<file path="src/rtl/chdr_flush_pkg.sv">
// Shared types and default widths for the CHDR flush sequencer slice.
package chdr_flush_pkg;

    typedef enum logic [1:0] {
        IDLE,
        ARM,
        WAIT_DONE,
        RELEASE
    } flush_state_t;

    localparam int NUM_PORTS_DEF = 2;
    localparam int TMO_W_DEF     = 32;
    localparam int WDOG_W_DEF    = 20;

endpackage

</file>
<file path="src/rtl/chdr_flush_sequencer_if.sv">
// Sequencer <-> converter flush bus; master is the sequencer, slave the converters.
interface chdr_flush_sequencer_if #(
    parameter int NUM_PORTS = 2,
    parameter int TMO_W     = 32
);
    logic                 flush_en_o;
    logic [TMO_W-1:0]     flush_timeout_o;
    logic [NUM_PORTS-1:0] flush_active_i;
    logic [NUM_PORTS-1:0] flush_done_i;

    modport master (
        output flush_en_o,
        output flush_timeout_o,
        input  flush_active_i,
        input  flush_done_i
    );

    modport slave (
        input  flush_en_o,
        input  flush_timeout_o,
        output flush_active_i,
        output flush_done_i
    );
endinterface

</file>
<file path="src/rtl/flush_wdog.sv">
// Saturating watchdog counter; expired flags the last allowed cycle (limit 0 acts as 1).
module flush_wdog #(
    parameter int WDOG_W = 20
) (
    input  logic              clk_i,
    input  logic              rst_i,
    input  logic              clr,
    input  logic              en,
    input  logic [WDOG_W-1:0] limit,
    output logic              expired
);
    localparam logic [WDOG_W-1:0] ONE = WDOG_W'(1);

    logic [WDOG_W-1:0] cnt_q;
    logic [WDOG_W-1:0] lim_eff;

    always_ff @(posedge clk_i) begin
        if (rst_i || clr) begin
            cnt_q <= '0;
        end else if (en && (cnt_q != '1)) begin
            cnt_q <= cnt_q + ONE;
        end
    end

    assign lim_eff = (limit == '0) ? ONE : limit;
    assign expired = en && (cnt_q == (lim_eff - ONE));
endmodule

</file>
<file path="src/rtl/chdr_flush_sequencer.sv">
// Sequences a shared flush of the data-to-CHDR converters: arm, collect done, release.
module chdr_flush_sequencer
    import chdr_flush_pkg::*;
#(
    parameter int NUM_PORTS = NUM_PORTS_DEF,
    parameter int TMO_W     = TMO_W_DEF,
    parameter int WDOG_W    = WDOG_W_DEF
) (
    input  logic                   clk_i,
    input  logic                   rst_i,
    input  logic                   flush_req_i,
    input  logic                   abort_i,
    input  logic [NUM_PORTS-1:0]   chan_mask_i,
    input  logic [TMO_W-1:0]       flush_timeout_i,
    input  logic [WDOG_W-1:0]      wdog_limit_i,
    chdr_flush_sequencer_if.master conv,
    output logic                   busy_o,
    output logic                   done_o,
    output logic [NUM_PORTS-1:0]   done_mask_o,
    output logic                   err_o,
    output logic                   req_drop_o,
    output logic [7:0]             flush_cnt_o
);
    flush_state_t         state_q, state_nxt;
    logic [NUM_PORTS-1:0] mask_q;
    logic [NUM_PORTS-1:0] done_mask_q, done_mask_nxt;
    logic [TMO_W-1:0]     timeout_q;
    logic [WDOG_W-1:0]    limit_q;
    logic                 flush_en_q, busy_q, done_q, err_q, drop_q;
    logic [7:0]           cnt_q;
    logic                 all_done, chans_idle, wdog_exp;

    flush_wdog #(.WDOG_W(WDOG_W)) u_wdog (
        .clk_i   (clk_i),
        .rst_i   (rst_i),
        .clr     (state_q != state_nxt),
        .en      ((state_q == WAIT_DONE) || (state_q == RELEASE)),
        .limit   (limit_q),
        .expired (wdog_exp)
    );

    assign done_mask_nxt = done_mask_q | (conv.flush_done_i & mask_q);
    assign all_done      = (done_mask_nxt & mask_q) == mask_q;
    assign chans_idle    = (conv.flush_active_i & mask_q) == '0;

    always_comb begin
        state_nxt = state_q;
        unique case (state_q)
            IDLE:      if (flush_req_i) state_nxt = ARM;
            ARM:       state_nxt = (mask_q == '0) ? RELEASE : WAIT_DONE;
            WAIT_DONE: if (all_done || wdog_exp || abort_i) state_nxt = RELEASE;
            RELEASE:   if (chans_idle || wdog_exp) state_nxt = IDLE;
            default:   state_nxt = IDLE;
        endcase
    end

    always_ff @(posedge clk_i) begin
        if (rst_i) begin
            state_q     <= IDLE;
            mask_q      <= '0;
            timeout_q   <= '0;
            limit_q     <= '0;
            done_mask_q <= '0;
            flush_en_q  <= 1'b0;
            busy_q      <= 1'b0;
            done_q      <= 1'b0;
            err_q       <= 1'b0;
            drop_q      <= 1'b0;
            cnt_q       <= '0;
        end else begin
            state_q <= state_nxt;
            busy_q  <= (state_nxt != IDLE);
            done_q  <= 1'b0;
            drop_q  <= flush_req_i && (state_q != IDLE);
            unique case (state_q)
                IDLE: begin
                    if (flush_req_i) begin
                        mask_q      <= chan_mask_i;
                        timeout_q   <= flush_timeout_i;
                        limit_q     <= wdog_limit_i;
                        done_mask_q <= '0;
                        err_q       <= 1'b0;
                    end
                end
                ARM: begin
                    if (mask_q != '0) flush_en_q <= 1'b1;
                end
                WAIT_DONE: begin
                    done_mask_q <= done_mask_nxt;
                    // A flush that completes on the expiry cycle still counts as clean.
                    if (!all_done && (wdog_exp || abort_i)) err_q <= 1'b1;
                    if (state_nxt == RELEASE) flush_en_q <= 1'b0;
                end
                RELEASE: begin
                    if (state_nxt == IDLE) begin
                        done_q <= 1'b1;
                        cnt_q  <= cnt_q + 8'd1;
                        if (!chans_idle) err_q <= 1'b1;
                    end
                end
                default: ;
            endcase
        end
    end

    assign conv.flush_en_o      = flush_en_q;
    assign conv.flush_timeout_o = timeout_q;
    assign busy_o               = busy_q;
    assign done_o               = done_q;
    assign done_mask_o          = done_mask_q;
    assign err_o                = err_q;
    assign req_drop_o           = drop_q;
    assign flush_cnt_o          = cnt_q;
endmodule

</file>
<file path="src/flat_wrapper.sv">
// flat-port wrapper written by rule: the top's interface ports become plain ports
module chdr_flush_sequencer_flat import chdr_flush_pkg::*;
#(
    parameter int NUM_PORTS = NUM_PORTS_DEF,
    parameter int TMO_W     = TMO_W_DEF,
    parameter int WDOG_W    = WDOG_W_DEF
)
  (clk_i, rst_i, flush_req_i, abort_i, chan_mask_i, flush_timeout_i, wdog_limit_i, busy_o, done_o, done_mask_o, err_o, req_drop_o, flush_cnt_o, conv_flush_en_o, conv_flush_timeout_o, conv_flush_active_i, conv_flush_done_i);
  chdr_flush_sequencer_if #(.NUM_PORTS(NUM_PORTS), .TMO_W(TMO_W)) conv_i ();
  input  logic clk_i;
  input  logic rst_i;
  input  logic flush_req_i;
  input  logic abort_i;
  input  logic [NUM_PORTS-1:0] chan_mask_i;
  input  logic [TMO_W-1:0] flush_timeout_i;
  input  logic [WDOG_W-1:0] wdog_limit_i;
  output logic busy_o;
  output logic done_o;
  output logic [NUM_PORTS-1:0] done_mask_o;
  output logic err_o;
  output logic req_drop_o;
  output logic [7:0] flush_cnt_o;
  output wire logic [$bits(conv_i.flush_en_o)-1:0] conv_flush_en_o;
  output wire logic [$bits(conv_i.flush_timeout_o)-1:0] conv_flush_timeout_o;
  input wire logic [$bits(conv_i.flush_active_i)-1:0] conv_flush_active_i;
  input wire logic [$bits(conv_i.flush_done_i)-1:0] conv_flush_done_i;
  assign conv_flush_en_o = conv_i.flush_en_o;
  assign conv_flush_timeout_o = conv_i.flush_timeout_o;
  assign conv_i.flush_active_i = conv_flush_active_i;
  assign conv_i.flush_done_i = conv_flush_done_i;
  chdr_flush_sequencer #(.NUM_PORTS(NUM_PORTS), .TMO_W(TMO_W), .WDOG_W(WDOG_W)) u_core (.clk_i(clk_i), .rst_i(rst_i), .flush_req_i(flush_req_i), .abort_i(abort_i), .chan_mask_i(chan_mask_i), .flush_timeout_i(flush_timeout_i), .wdog_limit_i(wdog_limit_i), .conv(conv_i), .busy_o(busy_o), .done_o(done_o), .done_mask_o(done_mask_o), .err_o(err_o), .req_drop_o(req_drop_o), .flush_cnt_o(flush_cnt_o));
endmodule
</file>
<file path="config.mk">
export PLATFORM = sky130hd
export DESIGN_NAME = chdr_flush_sequencer_flat
export DESIGN_NICKNAME = d
export VERILOG_FILES = /design/src/rtl/chdr_flush_pkg.sv /design/src/rtl/chdr_flush_sequencer_if.sv /design/src/rtl/flush_wdog.sv /design/src/rtl/chdr_flush_sequencer.sv /design/src/flat_wrapper.sv
export SDC_FILE = /design/constraint.sdc
export NUM_CORES = 1
export LEC_CHECK = 0
export CORE_UTILIZATION = 65
export DETAILED_ROUTE_END_ITERATION = 8
export DONT_BUFFER_PORTS = 1
export PLACE_DENSITY = 0.81
export SKIP_LAST_GASP = 1
export SYNTH_ARGS = -nofsm -noshare
export SYNTH_HDL_FRONTEND = slang
export SYNTH_SLANG_ARGS = --single-unit
export TNS_END_PERCENT = 5
</file>
<file path="constraint.sdc">
create_clock -name clk_i -period 10.7 [get_ports clk_i]
set_input_delay 2.14 -clock clk_i [delete_from_list [all_inputs] [get_ports clk_i]]
set_output_delay 2.14 -clock clk_i [all_outputs]
set_load 0.05 [all_outputs]
</file>
==> run_results.csv <==
group,metric,value,unit
timing,hold_viol,0,
global_route,grt_max_degree,96,
cells_and_area,seq_area,1820,µm²
clock_tree,cts_resized,0,
cells_and_area,drive_above_1_share,8.59,%
route,via_per_inst,6.01,
route,wire_per_inst,15.9,µm
power_and_ir_drop,power_density,194,nW/µm²
synthesis,yosysTopAreaCell,"dfxtp_1",
timing,slew_headroom,35.6,%
power_and_ir_drop,power,0.934,mW
clock_tree,cts_sinks,91,
setup_path,cp_top_family,"simple AND/OR/NAND/NOR gates",
synthesis,yosysSeqAreaShare,39.2,%
die,dieArea,7500,µm²
outcome,status,"finished, final reports clean",
timing,whs,0.519,ns
route,wirelength,10400,µm
clock_tree,worstSkewPairLatency,0.36,ns
setup_path,path_cells,"nor4_4 > nand4_4 > nor4_1 > nor2_1 > ha_1 > nor3b_2 > nand4_1 > nor2_1 > xnor2_1 > a2111o_1 > nor4_4 > mux2_4 > nor4_1 > mux2_2",
synthesis,synthTopCellsByArea,"dfxtp_1 (39%), nand2_1 (10%), a21oi_1 (7.0%), xor2_1 (4.5%), nor4_1 (3.8%)",
synthesis,synth_edf_count,0,
place,placedInstanceArea,4620,µm²
clock_tree,cts_htree_levels,3,
route,final_antenna_net_count,0,
synthesis,synth_ff_type,"dfxtp_1",
setup_path,arrival,4.94,ns
min_path,min_path_type,"flop to flop",
cells_and_area,final_cell_mix,"nand2_1 (124), dfxtp_1 (91), a21oi_1 (65)",
timing,grt_setup_unrepaired,"no",
global_route,grt_pass1_wl,17300,µm
cells_and_area,multi_input_area,2600,µm²
synthesis,syn-num-nets,649,
cells_and_area,final_common_cell,"nand2_1",
power_and_ir_drop,p_leak,1.65,nW
synthesis,postSynthRegisterBits,91,
die,initial_core_util,67.7,%
global_route,grt_pass1_vias,3776,
setup_path,critPathBufInv,0,
synthesis,postSynth.asyncResetShare,0,%
power_and_ir_drop,switching_share,39.5,%
synthesis,syn_area_per_cell,8.02,µm²
power_and_ir_drop,clockPowerShare,25.4,%
clock_tree,cts_setup_buffers,0,
die,die_h,86.6,µm
route,vias,3937,
synthesis,netlist_area,4650,µm²
setup_path,max_stage_delay,0.54,ns
cells_and_area,num-fill-cells,574,
die,rows,30,
route,drcViolationCount,0,
setup_path,crit_type,"flop to flop",
timing,tns,0,ns
synthesis,synth_cells,580,
cells_and_area,final_cell_area,4820,µm²
place,routabilityCongestion,0.946,
setup_path,slowest_stage,"nor4_4",
power_and_ir_drop,power.switching,0.369,mW
cells_and_area,syn_to_final_growth,3.55,%
synthesis,synth_top_area_share,39.2,%
power_and_ir_drop,power_frac_comb,25.8,%
synthesis,synth_cell_types,63,
timing,slew_viol_final,0,
clock_tree,cts_buffers,9,
timing,skew,0.0117,ns
place,hpwl,7290,µm
cells_and_area,nets,624,
die,core_area,6870,µm²
synthesis,yosysWarnings,0,
clock_tree,cts.path.max_buffers,2,
cells_and_area,antennaDiodeCount,0,
route,drt_iter0_drc,325,
timing,tightest_slew,0.966,ns
global_route,grt.overflow.total,0,
die,num_io_pins,109,
timing,fmax,213,MHz
setup_path,end_kind,"flop",
timing,finalCriticalPeriod,4.69,ns
timing,fin_crit_sh,43.8,%
power_and_ir_drop,internal-power,0.566,mW
die,die_w,86.6,µm
global_route,gr-usage-all-layers,29.3,%
job,drv_cap,0,
timing,setup_viol,0,
clock_tree,tritoncts,"yes",
setup_path,crit_required,10.95,ns
setup_path,worst-path-max-fanout,14,
setup_path,startpoint_type,"flop",
clock_tree,holdBufCountCts,0,
power_and_ir_drop,p_seq_share,48.7,%
global_route,antenna_found_initial,0,
place,numPortBuffers,0,
power_and_ir_drop,peakVddDrop,0.174,mV
route,drtPass1Iterations,4,
clock_tree,path_clk_slew,0.09,ns
clock_tree,cts_root_buf,"clkbuf_8",
[registers in the layout (all words and copies together), names as in the netlist]
register	cells
u_core.conv.flush_en_o	1
u_core.err_o	1
u_core.u_wdog.cnt_q	20
u_core.state_q	2
u_core.limit_q	20
u_core.req_drop_o	1
u_core.conv.flush_timeout_o	32
u_core.flush_cnt_o	8
u_core.done_o	1
u_core.mask_q	2
u_core.done_mask_o	2
u_core.busy_o	1
[worst reg2reg max path: stages, from the launching register on]
cell	delay, ns
dfxtp_1	0.41
nor4_4	0.44
nand4_4	0.18
nor4_1	0.42
nor2_1	0.09
ha_1	0.25
nor3b_2	0.22
nand4_1	0.24
nor2_1	0.09
xnor2_1	0.14
a2111o_1	0.38
nor4_4	0.54
mux2_4	0.42
nor4_1	0.40
mux2_2	0.37
[metrics by stage]
step / util, % / setup WS, ns / cells
floorplan: - / 6.51 / 580
global placement: 67.2 / 6.25 / 640
detailed placement: 67.2 / 6.12 / 640
CTS: 70.1 / 6.09 / 655
global route: 70.1 / 5.60 / 655
finish: 70.1 / 6.01 / 655
[power groups by stage]
stage | logic (mW) | clock network [mW] | registers [mW]
after floorplan | 0.211 | 0 | 0.450
after global placement | 0.231 | 0 | 0.461
after global routing | 0.270 | 0.254 | 0.460
after detailed placement | 0.238 | 0 | 0.463
after CTS | 0.240 | 0.240 | 0.455
final | 0.241 | 0.238 | 0.455
[layout make-up]
cell class,count,area share (%)
Clock inverter,6,1.53
Multi-Input combinational cell,434,53.9
Inverter,17,1.32
Timing Repair Buffer,2,0.312
Sequential cell,91,37.8
Tap cell,96,2.49
Clock buffer,9,2.57
[synth_stat cells, drive strengths merged, types with 2 or more instances]
master	instances
inv	17
nand4	12
a31o	2
xor2	24
nand2	125
o22ai	2
nor2b	4
o31ai	6
nor4	32
nand3	15
and3	6
nor3b	7
a311oi	2
mux2i	4
buf	11
or2	2
nor2	27
a21oi	65
or4	4
o21ai	10
nand2b	4
ha	7
and4	3
mux2	5
nand3b	3
a31oi	3
nor4b	3
clkbuf	27
or3	4
xnor2	17
nor3	18
dfxtp	91
[kinds of logic after synthesis]
family                     synth area share [%]
adders and majority gates                  1.88
xor gates and xnor gates                   7.72
and+or+nand+nor                            30.3
buffers and inverters                      5.16
AOI/OAI and AO/OA                          13.4
DFF                                        39.2
muxes                                      2.31
[metal layers]
metal	global-route usage [%]	routed length, µm	part of all wire [%]
met1	36.6	4400	42
met2	47.3	5000	48
met3	8.67	876	8.4
met4	12.0	167	1.6
met5	0	0	0
[path summary, 6_finish.rpt]
kind	startpoint	to	slack, ns	cells after the start
max reg2reg	u_core.limit_q[9]$_SDFFE_PP0P_	u_core.flush_cnt_o[5]$_SDFFE_PP0P_	6.01	14
min reg2reg	u_core.mask_q[0]$_SDFFE_PP0P_	u_core.mask_q[0]$_SDFFE_PP0P_	0.52	2
min	u_core.mask_q[0]$_SDFFE_PP0P_	u_core.mask_q[0]$_SDFFE_PP0P_	0.52	2
max	u_core.limit_q[9]$_SDFFE_PP0P_	u_core.flush_cnt_o[5]$_SDFFE_PP0P_	6.01	14
Note: power is estimated with default switching activity, not from simulation.
